$ cat src/rtl/traffic_light_fsm.sv
// traffic_light_fsm
// Main/side intersection controller with a pedestrian walk phase and a night
// flash mode. Phase durations are counted in upstream timer ticks. Every lamp
// output comes straight from a flop. The next-state block below works out the
// next lamp values, so the lamps change on the same edge as the state.

module traffic_light_fsm #(
  parameter int GREEN_MAIN_TICKS = 10,
  parameter int GREEN_SIDE_TICKS = 6,
  parameter int YELLOW_TICKS     = 3,
  parameter int ALLRED_TICKS     = 1,
  parameter int WALK_TICKS       = 5,
  parameter int CNT_W            = 8
) (
  input  logic       clk,
  input  logic       rst,
  input  logic       tick,
  input  logic       ped_req,
  input  logic       night_mode,
  output logic [2:0] main_light,
  output logic [2:0] side_light,
  output logic       walk,
  output logic       ped_pending,
  output logic [2:0] state_dbg
);

  typedef enum logic [2:0] {
    MG  = 3'd0,  // main green
    MY  = 3'd1,  // main yellow
    AR1 = 3'd2,  // all red, main -> side
    SG  = 3'd3,  // side green
    SY  = 3'd4,  // side yellow
    AR2 = 3'd5,  // all red, side -> main / walk
    PW  = 3'd6,  // pedestrian walk
    FL  = 3'd7   // night flash
  } state_t;

  // Lamp codes are {red, yellow, green}.
  localparam logic [2:0] LAMP_R   = 3'b100;
  localparam logic [2:0] LAMP_Y   = 3'b010;
  localparam logic [2:0] LAMP_G   = 3'b001;
  localparam logic [2:0] LAMP_OFF = 3'b000;

  // A duration of 0 would never expire, so it is treated as 1 tick.
  function automatic logic [CNT_W-1:0] to_cnt(input int t);
    return (t <= 0) ? CNT_W'(1) : CNT_W'(t);
  endfunction

  // Phase length, in ticks, loaded into the counter when a state is entered.
  // FL ignores the counter because it is left by night_mode going low.
  function automatic logic [CNT_W-1:0] phase_len(input state_t s);
    case (s)
      MG:      return to_cnt(GREEN_MAIN_TICKS);
      MY, SY:  return to_cnt(YELLOW_TICKS);
      AR1, AR2: return to_cnt(ALLRED_TICKS);
      SG:      return to_cnt(GREEN_SIDE_TICKS);
      PW:      return to_cnt(WALK_TICKS);
      default: return CNT_W'(1);
    endcase
  endfunction

  state_t           state, state_nx;
  logic [CNT_W-1:0] rem, rem_nx;
  logic             flash, flash_nx;   // 1 = flash lamps lit
  logic             pend_nx;
  logic [2:0]       main_nx, side_nx;
  logic             walk_nx;
  logic             last;

  assign last      = (rem == CNT_W'(1));
  assign state_dbg = state;

  // Next state, phase counter, flash phase and pedestrian latch.
  always_comb begin
    // NOTE: every signal gets a default before any branch. This keeps the
    // block purely combinational, so no latch is inferred.
    state_nx = state;
    rem_nx   = rem;
    flash_nx = flash;
    pend_nx  = ped_pending;

    // A request is latched on any clock except during the walk it would be served by.
    if (ped_req && state != PW) pend_nx = 1'b1;

    if (tick) begin
      case (state)
        MG:  if (night_mode || last) state_nx = MY;
        MY:  if (last) state_nx = AR1;
        AR1: if (last) state_nx = SG;
        SG:  if (night_mode || last) state_nx = SY;
        SY:  if (last) state_nx = AR2;
        // The walk decision uses the pending value held before this edge.
        AR2: if (last) state_nx = night_mode ? FL : (ped_pending ? PW : MG);
        PW:  if (last) state_nx = night_mode ? FL : MG;
        FL:  if (!night_mode) state_nx = AR2;
             else             flash_nx = ~flash;
        default: state_nx = AR2;
      endcase

      if (state_nx != state) begin
        rem_nx   = phase_len(state_nx);
        flash_nx = 1'b1;
      end else if (state != FL) begin
        rem_nx = rem - CNT_W'(1);
      end
    end

    // Entering the walk serves the request. A press on this same edge is dropped.
    if (state_nx == PW && state != PW) pend_nx = 1'b0;
  end

  // Lamp decode from the next state, so the lamps can be registered.
  always_comb begin
    main_nx = LAMP_R;
    side_nx = LAMP_R;
    walk_nx = 1'b0;
    case (state_nx)
      MG: main_nx = LAMP_G;
      MY: main_nx = LAMP_Y;
      SG: side_nx = LAMP_G;
      SY: side_nx = LAMP_Y;
      PW: walk_nx = 1'b1;
      FL: begin
        main_nx = flash_nx ? LAMP_Y : LAMP_OFF;
        side_nx = flash_nx ? LAMP_R : LAMP_OFF;
      end
      default: ;
    endcase
  end

  // State and output registers. Reset starts in the AR2 clearance phase.
  always_ff @(posedge clk) begin
    // NOTE: clocked state uses non-blocking assignments only. All flops then
    // update together, and readers in other blocks see the values from before the edge.
    if (rst) begin
      state       <= AR2;
      rem         <= to_cnt(ALLRED_TICKS);
      flash       <= 1'b1;
      ped_pending <= 1'b0;
      main_light  <= LAMP_R;
      side_light  <= LAMP_R;
      walk        <= 1'b0;
    end else begin
      state       <= state_nx;
      rem         <= rem_nx;
      flash       <= flash_nx;
      ped_pending <= pend_nx;
      main_light  <= main_nx;
      side_light  <= side_nx;
      walk        <= walk_nx;
    end
  end

endmodule
$ cat config.mk
export PLATFORM = sky130hd
export DESIGN_NAME = traffic_light_fsm
export DESIGN_NICKNAME = d
export VERILOG_FILES = /design/src/rtl/traffic_light_fsm.sv
export SDC_FILE = /design/constraint.sdc
export NUM_CORES = 1
export LEC_CHECK = 0
export CAP_MARGIN = 5
export CORE_ASPECT_RATIO = 0.6
export CORE_UTILIZATION = 50
export CTS_CLUSTER_SIZE = 40
export DETAILED_ROUTE_END_ITERATION = 10
export MAX_ROUTING_LAYER = met4
export PLACE_DENSITY = 0.72
export SYNTH_ARGS = -nofsm -noshare
export SYNTH_HDL_FRONTEND = slang
export SYNTH_SLANG_ARGS = --single-unit
$ cat constraint.sdc
create_clock -name clk -period 1.9 [get_ports clk]
set_clock_uncertainty 0.15 [all_clocks]
set_input_delay 0.38 -clock clk [delete_from_list [all_inputs] [get_ports clk]]
set_output_delay 0.38 -clock clk [all_outputs]
set_load 0.1 [all_outputs]
-- Word-level counts from Yosys, hierarchy flattened
Index checks and enable logic that the tools add are counted.
- add/sub/neg operators: 1
- equal/unequal tests: 20
- multiplexer cells: 26
- bitwise logic cells: 1
- reductions and logical operators: 10
- operator list (kind ; number):
    3-bit 2-to-1 mux ; 14
    3-bit == test (second input constant) ; 9
    3-bit case mux with 8 select lines ; 1
    3-bit case mux with 3 select lines ; 2
    8-bit 2-to-1 mux ; 2
    4-bit case mux with 4 select lines ; 1
    3-bit by 2-bit == test with 1-bit output (second input constant) ; 4
    3-bit by 1-bit == test with 1-bit output (second input constant) ; 3
    3-bit logical NOT ; 3
    8-bit by 1-bit == test with 1-bit output (second input constant) ; 1
    8-bit by 1-bit subtractor with 8-bit output (second input constant) ; 1
    3-bit != test (second input constant) ; 2
    1-bit 2-to-1 mux ; 5
    2-bit OR reduction ; 2
    3-bit != test ; 1
    1-bit logical AND ; 2
    2-bit 2-to-1 mux ; 1
    2-bit AND reduction ; 1
    2-bit nonzero test ; 1
    1-bit logical OR ; 1
    1-bit inverter ; 1
- flip-flop bits (word level): 20
- input bits: 5
- word-level logic and storage cells: 65

-- Logic depth before layout (Yosys ltp)
Gate-level depths: netlist (run 1).
- depth after elaboration: 10
- gate-level depth with buffers: 8

-- Least setup slack after synthesis (run 1)
No wires, ideal clock.
- path type: register to register
- start point: reg state[0] (netlist: state_dbg[0])
- end point: reg rem[3]
- library setup time: 0.074 ns
- data arrival time: 2.463 ns
- data required time: 1.676 ns
- path slack: -0.787 ns
- stages on the path, launching flop included: 7
- path buffers: 1
- clock period less this slack: 2.687 ns
- cell sequence: dfxtp_1 > clkbuf_8 > nand2_1 > a32oi_1 > o21ai_1 > or4_2 > a31oi_1
- longest elaborated chain between the ends: 7
- RTL lines (item ; line ; text):
    start, declared ; 62 ; state_t state, state_nx;
    start signal, assigned ; 144 ; state <= state_nx;
    3-bit == test (tied with other cells) ; 86 ; case (state)
    3-bit case mux with 8 select lines ; 86 ;
    3-bit 2-to-1 mux ; 85 ; if (tick) begin
    3-bit by 1-bit == test with 1-bit output or 3-bit == test (tied branches) ; 52 ; case (s)
    2-bit OR reduction ; 52 ;
    4-bit case mux with 4 select lines ; 52 ;
    8-bit 2-to-1 mux ; 100 ; if (state_nx != state) begin
    end signal, assigned ; 137 ; rem <= to_cnt(ALLRED_TICKS);
    end signal, assigned ; 145 ; rem <= rem_nx;
    end, declared ; 63 ; logic [CNT_W-1:0] rem, rem_nx;
Several ways; a longest one is shown, not always the timed one. The select of a mux whose other input is x is not followed.
A chain may end at the register's enable or synchronous reset.

-- Worst setup path in the final report (run 1)
- start point: reg rem[1]
- end point: reg ped_pending
- longest elaborated chain between the ends: 9
- RTL lines (item ; line ; text):
    8-bit by 1-bit == test with 1-bit output (*) ; 70 ; assign last = (rem == CNT_W'(1));
    1-bit logical OR ; 87, 90 ;
    3-bit 2-to-1 mux (on tied branches) ; 90, 87 ;
    3-bit case mux with 8 select lines (*) ; 86 ;
    3-bit 2-to-1 mux (*) (2 in a row) ; 85 ;
    3-bit == test (*) ; 109 ; if (state_nx == PW && state != PW) pend_nx = 1'b0;
    1-bit logical AND (*) ; 109 ;
    2-bit OR reduction (no source line) (*) ; - ;
    end signal, assigned ; 147 ; ped_pending <= pend_nx;
    end, declared ; 23 ; output logic ped_pending,
Every way passes the cells marked *; elsewhere a longest branch is shown, timed or not. The select of a mux whose other input is x is not followed.

==> parameters.txt, run 1 <==
Parameter                              Value

Status
  Run status ... finished, violations left
  Failing checks ... negative setup slack

Clocking
  CTS tree ... yes
  CTS Buf Count ... 3
  H-tree depth ... 1
  Worst skew pair latency ... roughly 270 ps
  Total of hold buffers inserted after clock tree synthesis ... 0
  CTS sink count ... 20
  Clock Tree Buf Depth ... 2
  Clock root buffer master ... clkbuf_8
  Post-CTS clock slew at the launch and capture registers of the worst setup and hold paths ... about 90 ps

STA
  Period utilisation layout ... 120.7%
  Endpoints failing setup ... 16
  Final Hold Vio Count ... 0
  Actual slew at the worst max-slew pin ... between 400 and 500 ps
  Max-slew violation count ... 0
  Top achievable clock speed ... roughly 0.44 GHz
  RSZ-0062 raised after global routing ... yes
  Crit path setup slack, layout ... -392.6 ps
  Time the final worst path needs with I/O delays and setup ... roughly 2300 ps
  Slew margin rel. ... 69.24%
  Hold slack final ... between 400 and 500 ps

Critical path
  Class of the most critical setup path ... flip-flop to flip-flop
  Worst Setup End Kind ... flip-flop
  Worst endpoint data arrival time ... roughly 2300 ps
  Crit path launch type ... flip-flop
  Crit path required time ... roughly 1900 ps
  Crit Path Max Fanout ... 5

Floorplan
  Number of placement rows ... 14
  Std-Cell Core Area ... roughly 0.0026 sq mm
  Height of the die ... roughly 44 um
  Die area ... just over 0.003 sq mm
  Initial Utilization ... 55.03%
  Ports ... 16
  Die width ... roughly 71 um

Routing
  Drt initial violations ... ~300
  Count of vias placed by the detailed router ... 1876
  Wire length per cell ... 23.86 um
  Antenna viol nets, final ... 0
  Number of optimization iterations in the first detailed-route pass ... 5
  Remaining DRCs ... 0
  Vias per cell ... a little over 7
  Final WL ... 6276 um

Yosys
  Number of enable flip-flop cells after synthesis ... 0
  Synthesized Nets ... approximately 180
  Syn_area_per_cell ... approximately 8.2 sq um
  Synthesis warning total ... 0
  Seq cells post-synth ... 20
  Ys flop type ... dfxtp_1
  Count of cell types in the netlist ... slightly above 60
  Syn Std Cell Area ... 0.001436 sq mm
  Async set or reset register ratio after synthesis ... 0%
  Number of instances in the synthesized netlist ... 176
  Register area share after synthesis ... about 28%

Finish
  Top library cells by usage in the layout, fill and taps aside ... 46 x buf_4, 13 x nand2_1, 13 x dfxtp_1
  Post-synthesis to final-layout area growth ... 60.63%
  Filler cell count in the final layout ... ~110
  Commonest non-fill, non-tap cell in the layout ... buf_4
  Nets ... approximately 240
  Fraction of layout instances using a drive strength above 1 ... roughly 50%
  Post-layout instance count excluding filler cells ... roughly 260
  Count of antenna diodes in the layout ... 0

Placement
  Number of placed instances with taps included ... about 250
  Count of buffers inserted at the top-level ports ... 15
  Final HPWL DP ... 3424 um
  Gp weighted congestion ... 1.045

Worst hold path
  Worst min-delay path class ... flip-flop to flip-flop

Global routing
  GRT Resource Usage Total ... about two fifths
  Global-route congestion overflow total ... 0
  Antenna violations before repair ... 0
  Maximum number of pins on one net before global-route repair ... 15
  Via count of the first global-routing pass ... roughly 1600
  Global-route wire length before repair ... approximately 8500 um

Run
  Max capacitance violation total ... 0
-- worst max-delay path, cell delays in order (launching register included) --
cell and delay [ps]:
dfxtp_2 340, inv_2 70, ha_4 130, or4b_4 530, o41ai_4 370, o21ai_4 160
buf_4 160, nor2_1 120, a311oi_1 120
-- layer usage --
| metal | vias up | share of wire (%) | track usage (%) |
|---|---|---|---|
| met1 | 852 | 39 | 49.57 |
| met3 | 72 | 14 | 13.26 |
| met2 | 187 | 40 | 55.24 |
| met4 | 0 | 6.8 | 15.60 |
| li1 | 765 | - | - |
| met5 | - | 0 | - |
-- final cells by class --
type	instances	area, sq um	share of cell area (%)
Clock buffer	4	55.05	2.386
Inverter	8	30.03	1.302
Multi-Input combinational cell	135	1112	48.21
Sequential cell	20	416.7	18.06
Tap cell	32	40.04	1.735
Timing Repair Buffer	64	653.1	28.31
-- per-stage QoR --
stage	setup WS (ps)	instance area, sq um	util (%)	TNS [ps]
6_report	-392.6	2307	88.40	-3932
3_5_place_dp	-498.1	2023	77.52	-7070
2_1_floorplan	-108.5	1531	-	-538.3
3_3_place_gp	-419.7	2023	77.52	-5417
5_1_grt	-417.7	2307	88.40	-4380
4_1_cts	-201.4	2207	84.56	-2084
-- flip-flops by register name (all words and copies together) (netlist names) --
| register | cells |
|---|---|
| side_light | 3 |
| ped_pending | 1 |
| walk | 1 |
| main_light | 3 |
| rem | 8 |
| flash | 1 |
| state_dbg | 3 |
-- cell families (layout without fill, tap and decap cells) --
group | count (synthesis) | count (layout) | synth area share, %
compound gates | 58 | 58 | 30.31
xor+xnor | 5 | 5 | 3.049
fa+ha+maj | 2 | 2 | 1.742
buf+inv | 21 | 76 | 9.669
flops | 20 | 20 | 27.87
mux | 1 | 1 | 0.6969
simple gates | 69 | 69 | 26.65
-- final timing paths --
path / startpoint / to / slack [ps] / cells past startpoint
worst min-delay path: rem[6] / rem[6] / 440 / 2
worst min register to register: rem[6] / rem[6] / 440 / 2
worst max-delay path: rem[1] / ped_pending / -390 / 8
worst max register to register: rem[1] / ped_pending / -390 / 8
-- cells in the mapped netlist (3+ instances only) --
cell	count	area, sq um
o211ai_1	4	30.03
a31oi_1	4	25.02
inv_1	8	30.03
o21ai_0	12	60.06
dfxtp_1	20	400.4
nor2_1	15	56.30
nor2b_1	5	31.28
a211oi_1	3	22.52
a21oi_1	7	35.03
buf_6	5	56.30
xnor2_1	3	26.28
nand3_1	3	15.01
nand2_1	15	56.30
nor3_1	5	25.02
clkbuf_1	4	15.01
-- what timing repair did --
| item | in CTS | in global routing |
|---|---|---|
| pin swaps | 9 | 3 |
| endpoints found under the setup margin | 17 | 20 |
| resized for setup | 19 | 18 |
| setup buffers | 4 | 2 |
Power of run 1 is left out: the tool's default activity adds up to more than one toggle a clock period on the data nets, which glitch-free logic cannot reach.
==> run 2: changes to the inputs <==
PLACE_DENSITY = 0.75   (was 0.72)
==> run 2 against run 1 <==
  * The flow finishes with violations (design-rule violations, negative setup slack)
  * Wire length decreased by 10%
  * Register-to-register slack better by 50 ps
  * Setup slack gained 53 ps
  * Fmax rose by 2.4%
  * Via count is 6.4% lower
  * Global-route usage fell by 3.5 points
  * Cell count fell by 1.5%
  * Worst hold slack got worse by 17 ps
  * Critical path type unchanged
==> parameters.txt, run 2 (synthesized netlist as in run 1, its figures left out) <==
Parameter                              Value

Status
  Run status ... finished, violations left
  Failing checks ... design-rule violations, negative setup slack

Floorplan
  Initial Utilization ... 55.03% (unchanged)
  Std-Cell Core Area ... 0.002610 sq mm (unchanged)
  Ports ... 16 (unchanged)
  Die width ... 71.20 um (unchanged)
  Number of placement rows ... 14 (unchanged)
  Height of the die ... 43.52 um (unchanged)
  Die area ... 0.003098 sq mm (unchanged)

Routing
  Vias per cell ... 6.780 (-5.0%)
  Drt initial violations ... 203 (-30%)
  Final WL ... 5644 um (-10%)
  Count of vias placed by the detailed router ... 1756 (-6.4%)
  Wire length per cell ... 21.79 um (-8.7%)
  Number of optimization iterations in the first detailed-route pass ... 8 (+3)
  Remaining DRCs ... 1 (+1)
  Antenna viol nets, final ... 0 (unchanged)

Critical path
  Worst setup slack for register-to-register paths ... -340 ps (+50 ps)
  Worst path cell trace ... inv_2 > ha_4 > or4b_4 > o41ai_4 > o21ai_2 > and4_1 > a32oi_1
  Crit path launch type ... flip-flop
  Critical Path Max Stage Delay ... 540 ps (about the same)
  Crit path required time ... 1930 ps (+50 ps)
  Standard cell with the maximum stage delay on the critical path ... or4b_4
  Crit Path Max Fanout ... 5 (unchanged)
  Worst endpoint data arrival time ... 2270 ps (about the same)
  Class of the most critical setup path ... flip-flop to flip-flop
  Worst Setup End Kind ... flip-flop

Global routing
  Antenna violations before repair ... 0 (unchanged)
  GRT Resource Usage Total ... 35.02% (-3.5 points)
  Maximum number of pins on one net before global-route repair ... 15 (unchanged)
  Global-route wire length before repair ... 7838 um (-8.1%)
  Global-route congestion overflow total ... 0 (unchanged)
  Via count of the first global-routing pass ... 1503 (-8.5%)

Power and ir drop
  Power per standard cell area ... about 2100 mW/mm^2
  Static leakage power ... roughly 0.93 nW
  Worst-case vdd ir drop ... between 1.5 and 2 mV
  Part of the power in the clock network ... between 7 and 8%
  Sw Share ... 50.28%
  NetSw ... ~2.4 mW
  Cell-internal power ... around 2.4 mW
  Portion of total power attributed to sequential cells ... between 10% and 20%
  Power share of the combinational group ... between 70% and 80%

Run
  Max capacitance violation total ... 0 (unchanged)

STA
  RSZ-0062 raised after global routing ... yes
  Actual slew at the worst max-slew pin ... 620.2 ps (+161.9 ps)
  Crit path setup slack, layout ... -339.1 ps (+53.47 ps)
  Slew margin rel. ... 58.22% (-11 points)
  Final Hold Vio Count ... 0 (unchanged)
  Endpoints failing setup ... 17 (+1)
  Hold slack final ... 423.4 ps (-17.07 ps)
  Top achievable clock speed ... 0.4466 GHz (+2.4%)
  Period utilisation layout ... 117.8% (-2.8 points)
  Time the final worst path needs with I/O delays and setup ... 2239 ps (-53.47 ps)
  Setup tns final ... -3082 ps (+850.5 ps)
  Max-slew violation count ... 0 (unchanged)

Clocking
  CTS tree ... yes
  Clock Tree Buf Depth ... 2 (unchanged)
  Post-CTS clock slew at the launch and capture registers of the worst setup and hold paths ... 80 ps (about the same)
  CTS Buf Count ... 3 (unchanged)
  H-tree depth ... 1 (unchanged)
  CTS sink count ... 20 (unchanged)
  Worst skew pair latency ... 270 ps (about the same)
  Clock root buffer master ... clkbuf_8

Finish
  Fraction of layout instances using a drive strength above 1 ... 48.02% (-1.8 points)
  Post-synthesis to final-layout area growth ... 57.32%
  Count of antenna diodes in the layout ... 0 (unchanged)
  Top library cells by usage in the layout, fill and taps aside ... 40 x buf_4, 13 x dfxtp_1, 12 x nor2_1
  Filler cell count in the final layout ... 109 (-2.7%)
  Commonest non-fill, non-tap cell in the layout ... buf_4
  Number of flip-flops under the largest register name ... 8 (unchanged)
  Nets ... 235 (-1.7%)
  Post-route cell area ... 0.002260 sq mm (-2.1%)
  Register bank with the most flops ... rem

Placement
  Instance area at placement ... 0.001993 sq mm (-1.5%)
  Count of buffers inserted at the top-level ports ... 15 (unchanged)
  Gp weighted congestion ... 1.024 (-2.0%)
  Final HPWL DP ... 3629 um (+6.0%)

Worst hold path
  Worst min-delay path class ... flip-flop to flip-flop
## run 2: cell count changes in the layout (fill, tap and decap cells not counted), moves of 2 or more
| cell | previous run | this run |
|---|---|---|
| buf_4 | 46 | 40 |
| buf_6 | 2 | 5 |
| a211oi_2 | 4 | 2 |
| a31oi_1 | 4 | 2 |
| nand2_1 | 13 | 11 |
| nand2_2 | 1 | 3 |
## run 2: final timing paths
kind,cells past startpoint,start,to
min reg2reg,2,rem[6],rem[6]
max reg2reg,7,rem[1],side_light[2]
min,2,rem[6],rem[6]
max,7,rem[1],side_light[2]
## run 2: worst max-delay path, delay by kind of cell (launching register included)
family | cells | cell delay (ps)
compound gates | 3 | 680
fa+ha+maj | 1 | 120
buf+inv | 1 | 70
flops | 1 | 340
simple gates | 2 | 790
## run 2: area by class of cell
cell class	instances	area, sq um	share of cell area [%]
multi-input combinational	135	1100	48.67
timing repair buffer	60	618.1	27.35
clock buffer	4	55.05	2.436
sequential	20	416.7	18.44
tap	32	40.04	1.772
inverter	8	30.03	1.329
## run 2: layer usage
metal  global-route usage (%)  routed length [um]
met5                        -                   0
met4                    8.800                 195
met3                    8.605                 590
met2                    50.67                2372
met1                    48.92                2486
## run 2: metrics by stage
stage	worst slack [ps]	cells	power, mW	util (%)
floorplan	-108.5	176	2.690	-
global placement	-348.3	249	3.587	76.37
detailed placement	-413.7	249	3.687	76.37
CTS	-175.5	253	4.129	79.53
global route	-386.6	259	5.044	86.58
finish	-339.1	259	4.854	86.58
## run 2: what timing repair did
action / in CTS / in global routing
pin swaps: 7 / 13
gates resized for setup: 9 / 28
setup buffers: 0 / 6
endpoints found under the setup margin: 17 / 18
hold buffers: 0 / 0
## run 2: power by group through the flow
stage / Sequential, mW / Combinational (mW) / Clock, mW
after global routing: 0.789 / 3.90 / 0.360
after global placement: 0.753 / 2.83 / 0
after detailed placement: 0.769 / 2.92 / 0
after floorplan: 1.11 / 1.58 / 0
after CTS: 0.761 / 3.03 / 0.342
final: 0.780 / 3.73 / 0.346
Power figures use the tool's default switching activity.
